[src/rtl/sum_mean_div.sv]
// sum_mean_div
//   Turns a finished window sum into a window mean (sum / pixel count) for the
//   mean/box-filter path. The divider is an iterative restoring one that
//   produces one quotient bit per clock. The dividend and divisor are captured
//   on an accepted start, so the upstream sum register can be reloaded while
//   a division runs. The quotient can be rounded half up, and it saturates to
//   the pixel width. A zero divisor is flagged.
//
// Ports
//   clk       in   rising-edge clock
//   rst_n     in   asynchronous active-low reset
//   start     in   division request, sampled only while idle
//   sum_in    in   dividend, captured on an accepted start
//   count_in  in   divisor (window pixel count), captured on an accepted start
//   busy      out  high from the cycle after an accepted start through the done cycle
//   done      out  one-cycle pulse; result outputs are valid from this cycle
//   mean_out  out  rounded or truncated quotient, saturated to WIDTH_Q bits
//   rem_out   out  unrounded remainder (sum mod count)
//   sat       out  quotient exceeded 2^WIDTH_Q-1 and was clamped
//   div_zero  out  divisor was zero for this result
module sum_mean_div #(
  parameter int WIDTH_SUM = 13,
  parameter int WIDTH_CNT = 5,
  parameter int WIDTH_Q   = 8,
  parameter int ROUND     = 1
) (
  input  logic                 clk,
  input  logic                 rst_n,
  input  logic                 start,
  input  logic [WIDTH_SUM-1:0] sum_in,
  input  logic [WIDTH_CNT-1:0] count_in,
  output logic                 busy,
  output logic                 done,
  output logic [WIDTH_Q-1:0]   mean_out,
  output logic [WIDTH_CNT-1:0] rem_out,
  output logic                 sat,
  output logic                 div_zero
);

  localparam int CNT_W = (WIDTH_SUM > 1) ? $clog2(WIDTH_SUM) : 1;

  typedef enum logic [1:0] {IDLE, CALC, FIN} state_t;

  state_t               state_q, state_d;
  logic [WIDTH_SUM-1:0] dvd_q, dvd_d;     // dividend shifting out, quotient shifting in
  logic [WIDTH_CNT-1:0] dvs_q, dvs_d;
  logic [WIDTH_CNT:0]   rem_q, rem_d;     // one spare bit holds the shifted partial remainder
  logic [CNT_W-1:0]     cnt_q, cnt_d;
  logic                 busy_q, busy_d;
  logic                 done_q, done_d;
  logic [WIDTH_Q-1:0]   mean_q, mean_d;
  logic [WIDTH_CNT-1:0] remo_q, remo_d;
  logic                 sat_q, sat_d;
  logic                 dz_q, dz_d;

  logic [WIDTH_CNT:0]   rem_t;
  logic [WIDTH_SUM:0]   q_rnd;

  // Round half up. Doubling the remainder fits in WIDTH_CNT+1 bits because
  // the remainder is always smaller than the divisor. The extra quotient bit
  // absorbs the carry from the increment.
  function automatic logic [WIDTH_SUM:0] round_quot(
    input logic [WIDTH_SUM-1:0] q,
    input logic [WIDTH_CNT:0]   r,
    input logic [WIDTH_CNT-1:0] d
  );
    logic [WIDTH_CNT:0] r2;
    r2 = {r[WIDTH_CNT-1:0], 1'b0};
    if ((ROUND != 0) && (r2 >= {1'b0, d}))
      return {1'b0, q} + (WIDTH_SUM+1)'(1);
    else
      return {1'b0, q};
  endfunction

  function automatic logic is_over(input logic [WIDTH_SUM:0] q);
    return |q[WIDTH_SUM:WIDTH_Q];
  endfunction

  function automatic logic [WIDTH_Q-1:0] sat_val(input logic [WIDTH_SUM:0] q);
    return is_over(q) ? {WIDTH_Q{1'b1}} : q[WIDTH_Q-1:0];
  endfunction

  assign rem_t = {rem_q[WIDTH_CNT-1:0], dvd_q[WIDTH_SUM-1]};
  assign q_rnd = round_quot(dvd_q, rem_q, dvs_q);

  always_comb begin
    state_d = state_q;
    dvd_d   = dvd_q;
    dvs_d   = dvs_q;
    rem_d   = rem_q;
    cnt_d   = cnt_q;
    busy_d  = busy_q;
    done_d  = 1'b0;
    mean_d  = mean_q;
    remo_d  = remo_q;
    sat_d   = sat_q;
    dz_d    = dz_q;
    case (state_q)
      IDLE: begin
        busy_d = 1'b0;
        if (start) begin
          dvd_d   = sum_in;
          dvs_d   = count_in;
          rem_d   = '0;
          cnt_d   = CNT_W'(WIDTH_SUM - 1);
          busy_d  = 1'b1;
          state_d = (count_in == '0) ? FIN : CALC;
        end
      end
      CALC: begin
        busy_d = 1'b1;
        if (rem_t >= {1'b0, dvs_q}) begin
          rem_d = rem_t - {1'b0, dvs_q};
          dvd_d = {dvd_q[WIDTH_SUM-2:0], 1'b1};
        end else begin
          rem_d = rem_t;
          dvd_d = {dvd_q[WIDTH_SUM-2:0], 1'b0};
        end
        if (cnt_q == '0) state_d = FIN;
        else             cnt_d   = cnt_q - CNT_W'(1);
      end
      FIN: begin
        // busy stays high so it covers the done cycle that follows this edge
        busy_d  = 1'b1;
        done_d  = 1'b1;
        state_d = IDLE;
        if (dvs_q == '0) begin
          mean_d = {WIDTH_Q{1'b1}};
          remo_d = '0;
          sat_d  = 1'b0;
          dz_d   = 1'b1;
        end else begin
          mean_d = sat_val(q_rnd);
          remo_d = rem_q[WIDTH_CNT-1:0];
          sat_d  = is_over(q_rnd);
          dz_d   = 1'b0;
        end
      end
      default: state_d = IDLE;
    endcase
  end

  always_ff @(posedge clk or negedge rst_n) begin
    if (!rst_n) begin
      state_q <= IDLE;
      dvd_q   <= '0;
      dvs_q   <= '0;
      rem_q   <= '0;
      cnt_q   <= '0;
      busy_q  <= 1'b0;
      done_q  <= 1'b0;
      mean_q  <= '0;
      remo_q  <= '0;
      sat_q   <= 1'b0;
      dz_q    <= 1'b0;
    end else begin
      state_q <= state_d;
      dvd_q   <= dvd_d;
      dvs_q   <= dvs_d;
      rem_q   <= rem_d;
      cnt_q   <= cnt_d;
      busy_q  <= busy_d;
      done_q  <= done_d;
      mean_q  <= mean_d;
      remo_q  <= remo_d;
      sat_q   <= sat_d;
      dz_q    <= dz_d;
    end
  end

  assign busy     = busy_q;
  assign done     = done_q;
  assign mean_out = mean_q;
  assign rem_out  = remo_q;
  assign sat      = sat_q;
  assign div_zero = dz_q;

endmodule

[config.mk]
export PLATFORM = sky130hd
export DESIGN_NAME = sum_mean_div
export DESIGN_NICKNAME = d
export VERILOG_FILES = /design/src/rtl/sum_mean_div.sv
export SDC_FILE = /design/constraint.sdc
export NUM_CORES = 1
export LEC_CHECK = 0
export CAP_MARGIN = 5
export CORE_MARGIN = 3
export CORE_UTILIZATION = 50
export DETAILED_ROUTE_END_ITERATION = 6
export HOLD_SLACK_MARGIN = 0.15
export MAX_ROUTING_LAYER = met4
export PLACE_DENSITY = 0.86
export SLEW_MARGIN = 20
export SYNTH_ARGS = -nofsm -noshare
export SYNTH_HDL_FRONTEND = slang
export SYNTH_SLANG_ARGS = --single-unit
export TNS_END_PERCENT = 10
[constraint.sdc]
create_clock -name clk -period 3.25 [get_ports clk]
set_input_delay 0.975 -clock clk [delete_from_list [all_inputs] [get_ports clk]]
set_output_delay 0.975 -clock clk [all_outputs]
set_load 0.1 [all_outputs]
# Yosys cells after proc, flatten, opt, wreduce, memory -nomap -nowiden
# Cells that the tools add are included.
# Widths: inputs -> output; s select.
[word_totals]
register_bits = 46
latchBits = 0
ramBits = 0
rom_bits = 0
input_bits = 21
output_inout_bits = 17
wordCells = 55
n_memories = 0
[op_classes]
add_sub_neg = 3
mul = 0
n_div = 0
order_cmp = 2
n_eq_ne = 5
n_shift = 0
n_mux = 22
bitwise = 0
n_reduce_logical = 12
[ops]
columns = ["cell", "count"]
rows = [
  ["$pmux 13 s2", 1],
  ["$mux 8", 2],
  ["$mux 5", 3],
  ["$add 13x1->14 const B", 1],
  ["$mux 14", 1],
  ["$mux 13", 1],
  ["$ge 6x5->1", 2],
  ["$logic_not 5->1", 2],
  ["$pmux 5 s2", 1],
  ["$mux 4", 2],
  ["$pmux 4 s2", 1],
  ["$mux 2", 3],
  ["$ne 2x2->1 const B", 3],
  ["$reduce_and 2->1", 3],
  ["$reduce_or 6->1", 1],
  ["$mux 1", 5],
  ["$sub 5x5->5", 1],
  ["$logic_not 4->1", 1],
  ["$pmux 2 s2", 1],
  ["$reduce_bool 2->1", 2],
  ["$sub 4x1->4 const B", 1],
  ["$reduce_and 3->1", 1],
  ["$eq 2x1->1 const B", 1],
  ["$eq 2x2->1 const B", 1],
  ["other kinds (3)", 3],
]

# Longest topological paths before layout
[depth]
ltp_word = 5
mapped_depth = 8
mapped_depth_nobuf = 8

# Worst setup path after synthesis
# Ideal clock, no wire load.
[synth_path]
path_type = "reg2reg"
start = "register dvs_q[3]"
end = "register rem_q[2]"
setup_ns = 0.121
arrival_ns = 2.132
required_ns = 3.129
path_slack_ns = 0.997
stages_incl_launch_ff = 9
path_buffers = 1
period_less_slack_ns = 2.253
cell_sequence = "dfrtp_1 > inv_1 > ha_1 > a21o_1 > a211oi_4 > nor2b_1 > buf_4 > mux2_1 > a22o_1"
[synth_via]
elab_chain_cells = 3
[synth_lines]
columns = ["item", "line_no", "text"]
rows = [
  ["from (decl)", "46", "logic [WIDTH_CNT-1:0] dvs_q, dvs_d;"],
  ["from (signal assigned)", "159", "dvs_q <= dvs_d;"],
  ["$ge 6x5->1", "112", "if (rem_t >= {1'b0, dvs_q}) begin"],
  ["$mux 5", "112", ""],
  ["$pmux 5 s2", "98", "case (state_q)"],
  ["to (signal assigned)", "160", "rem_q <= rem_d;"],
  ["to (decl)", "47", "logic [WIDTH_CNT:0] rem_q, rem_d;"],
]
# Every way passes these cells.
# A chain may end at the register's enable or synchronous reset.

# Worst setup path after layout
# Same ends and word-level chain as after synthesis.

==> results by stage <==
Die:
- The I/O pin total is 38.
- The initial utilization of the core area, before any placement, comes to 52.86%.
- The die is 77.36 um wide.
- The total core area is 4817 um^2.
- The die footprint is 5985 um^2.
- The initialized floorplan defines 25 standard-cell rows.
- Measured along the y axis, the die boundary spans 77.36 um.

Place:
- After detailed placement, the total cell area comes to 2945 um^2.
- The estimated wirelength of the detail-placed design is 4.012 mm.
- At the end of routability-driven placement, the weighted congestion stood at 0.8732.
- Port buffering added 37 buffers.

Route:
- The routed wire length per instance is 14.72 um.
- In the routed layout, each cell is associated on average with a via count of 5.497.
- The number of DRC violations after detailed routing is 0.
- The detailed-route via count is 2,001.
- The first-pass iteration count of the detailed router is 4.
- The final layout contains routed wiring with a total length of 5.359 mm.
- The number of DRC markers after the initial detailed-route iteration is 69.
- The remaining antenna violation count after routing is 0.

Clock network:
- The number of buffers inserted by post-CTS setup repair is 0.
- The clock tree from TritonCTS is yes.
- The clock drives 46 sinks.
- The clock latency at the later pin of the worst-skew pair is 0.30 ns.
- The number of buffers inserted for hold repair after clock tree synthesis is 0.
- The clock buffer count from CTS is 5.
- The H-tree was split into 2 levels.
- The clock root buffer is sky130_fd_sc_hd__clkbuf_8.
- The post-cts repair resize count is 0.
- Clock-pin slew was measured on the worst setup and hold paths at 0.09 ns.
- Counting along the longest clock path gives a buffer depth of 2.

Setup path:
- The endpoint arrival time on the critical path is 2.71 ns.
- The worst setup path is captured at a flop.
- The setup slack on the worst flop-to-flop path is 0.73 ns.
- For the worst setup path, the data required time is 3.44 ns.
- In this run the worst setup path begins at dvs_q[3].
- The critical path start-end classification is flop to flop.
- Of all nets on the critical path, the largest fanout is 9.
- The number of cells on the worst reg-to-reg path is 8.
- The launching element type of the critical path is a flop.
- The worst register-to-register path ends at rem_q[2].
- The startpoint identified for the worst register-to-register timing path is dvs_q[3].

Yosys:
- The number of enable flip-flop cells after synthesis is 0.
- The number of nets in the synthesized netlist is 291.
- The number of storage elements in the synthesis netlist is 46.
- The synthesized netlist occupies a cell area of 2546 um^2.
- The Yosys step of the flow raised 0 warnings.
- The average instance in the mapped netlist occupies 9.869 um^2.
- Sequential cells were found to cover 45.21% of the synthesized design area.
- The cell count after synthesis came out at 258.
- After synthesis, the share of flip-flops with an asynchronous set or reset is 100.0%.
- For this run, the leading register cell type out of synthesis is sky130_fd_sc_hd__dfrtp_1.
- The number of different library cells in the post-synthesis netlist is 47.

Final layout:
- From synthesis to final layout, the design area changed by 21.18%.
- The fraction of layout cells with a size suffix above 1 is 15.15%.
- The net total in the final layout is 329.
- The number of antenna diodes in the final layout is 0.
- Leaving out fill and tap cells, the most frequent cell in the layout is sky130_fd_sc_hd__dfrtp_1.
- The final non-filler cell area is 3085 um^2.
- After filler insertion, the fill cell instance count of the layout stands at 418.
- In the layout the commonest cells are sky130_fd_sc_hd__dfrtp_1, sky130_fd_sc_hd__nand2_1, sky130_fd_sc_hd__buf_4.

STA:
- The final critical path takes up 77.41% of the cycle.
- The worst relative slew slack is 61.53%.
- The post-route minimum period is 2.516 ns.
- The setup-violating endpoint count in the final report is 0.
- The aggregate negative setup slack is 0 ns.
- Clock skew on the completed layout was measured at 0.007710 ns.
- For the pin with the worst max-slew slack, the measured transition is 0.5770 ns.
- The number of slew-limit violations in the final report came to 0.
- The hold violation total from the final report was 0.
- For this run, the top clock speed supported by timing is 397.5 MHz.
- Setup repair after global routing left no endpoint under its margin.

Worst hold path:
- The startpoint identified for the worst hold timing path is busy.
- Counting instances, the worst hold path has a depth of 2.
- The path class of the lowest-slack min-delay path is flop to flop.
- The end point of the most critical hold path is busy.

Global routing:
- The number of global-route vias before repair is 2,004.
- The largest net degree at the start of global routing is 47.
- The initial antenna violation count is 0.
- After global routing the overflow that remains totals 0.
- The global routing usage summed across all routing layers is 19.56%.
- The wire length of the first global-routing pass is 9.294 mm.

Status:
- The run finished with clean final reports.

Job:
- The number of maximum-capacitance violations is 0.
## worst max-delay path by stage
| stage | to | slack [ns] | cells past startpoint |
|---|---|---|---|
| 6_report | rem_q[2] | 0.73 | 8 |
| 5_1_grt | rem_q[2] | 0.61 | 8 |
| 4_1_cts | rem_q[2] | 0.74 | 8 |
| 3_5_place_dp | rem_q[4] | 0.50 | 6 |
| 3_3_place_gp | rem_q[3] | 0.58 | 6 |
| 2_1_floorplan | rem_q[2] | 1.0 | 8 |
## per-layer routing
layer / up-vias / track usage (%) / routed length, um
li1: 986 / - / -
met1: 964 / 24.43 / 2355
met2: 42 / 32.12 / 2679
met3: 9 / 3.712 / 216
met4: 0 / 6.584 / 108
met5: - / - / 0
## layout make-up
class                           instances  area, um^2  area share [%]
Clock buffer                            5       68.82           2.230
Clock inverter                          3       68.82           2.230
Inverter                               15       56.30           1.825
Multi-Input combinational cell        187        1301           42.17
Sequential cell                        46        1151           37.31
Tap cell                               67       83.83           2.717
Timing Repair Buffer                   41       355.3           11.52
## synth_stat cells (2+ instances only)
master	number	area share, %
sky130_fd_sc_hd__nor2_1	21	3.1
sky130_fd_sc_hd__nand3_1	5	0.98
sky130_fd_sc_hd__nand2_1	26	3.8
sky130_fd_sc_hd__a22o_1	7	2.4
sky130_fd_sc_hd__a32oi_1	2	0.69
sky130_fd_sc_hd__o221ai_1	2	0.69
sky130_fd_sc_hd__nor2b_1	2	0.49
sky130_fd_sc_hd__or4_1	2	0.59
sky130_fd_sc_hd__xor2_1	2	0.69
sky130_fd_sc_hd__a21o_1	4	1.2
sky130_fd_sc_hd__nand2b_1	2	0.49
sky130_fd_sc_hd__o21ai_0	18	3.5
sky130_fd_sc_hd__a22oi_1	2	0.59
sky130_fd_sc_hd__ha_1	11	5.4
sky130_fd_sc_hd__mux2_2	5	2.2
sky130_fd_sc_hd__nor3_1	4	0.79
sky130_fd_sc_hd__o21ai_1	2	0.39
sky130_fd_sc_hd__a211oi_1	4	1.2
sky130_fd_sc_hd__a21oi_1	21	4.1
sky130_fd_sc_hd__clkbuf_1	7	1.0
sky130_fd_sc_hd__mux2i_1	16	6.3
sky130_fd_sc_hd__inv_1	14	2.1
sky130_fd_sc_hd__o22ai_1	2	0.49
sky130_fd_sc_hd__buf_1	2	0.29
sky130_fd_sc_hd__xnor2_1	8	2.8
sky130_fd_sc_hd__dfrtp_1	46	45
## sequential cells by signal, summed over array words and instances, names as in the netlist
name	cells
rem_q	5
dvs_q	5
rem_out	5
sat	1
div_zero	1
done	1
busy	1
cnt_q	4
dvd_q	13
mean_out	8
state_q	2
## logic make-up (layout without fill, tap and decap cells)
| logic type | after synthesis | in the layout | synth area share (%) |
|---|---|---|---|
| fa+ha+maj | 12 | 12 | 6.192 |
| flops | 46 | 46 | 45.21 |
| xor+xnor | 10 | 10 | 3.440 |
| buf+inv | 25 | 64 | 3.833 |
| mux | 23 | 23 | 9.533 |
| compound gates | 73 | 73 | 19.26 |
| simple gates | 69 | 69 | 12.53 |
## worst max-delay path, cell delays in order (launching register included)
cell,delay [ns]
sky130_fd_sc_hd__dfrtp_1,0.41
sky130_fd_sc_hd__inv_1,0.06
sky130_fd_sc_hd__ha_1,0.34
sky130_fd_sc_hd__a21o_1,0.20
sky130_fd_sc_hd__a211oi_4,0.50
sky130_fd_sc_hd__nor2b_1,0.19
sky130_fd_sc_hd__buf_4,0.16
sky130_fd_sc_hd__mux2_1,0.34
sky130_fd_sc_hd__a22o_1,0.20
## through the flow
step / cells / setup WS, ns / utilization [%] / hold slack (ns)
after floorplan: 258 / 0.9971 / - / 0.4626
after global placement: 356 / 0.5835 / 61.14 / 0.4645
after detailed placement: 356 / 0.5038 / 61.14 / 0.4805
after CTS: 364 / 0.7413 / 64.00 / 0.5020
after global routing: 364 / 0.6118 / 64.05 / 0.5219
final: 364 / 0.7341 / 64.05 / 0.4991
Power is left out: the tool's default activity adds up to more than one toggle a clock period on the data nets, which glitch-free logic cannot reach.
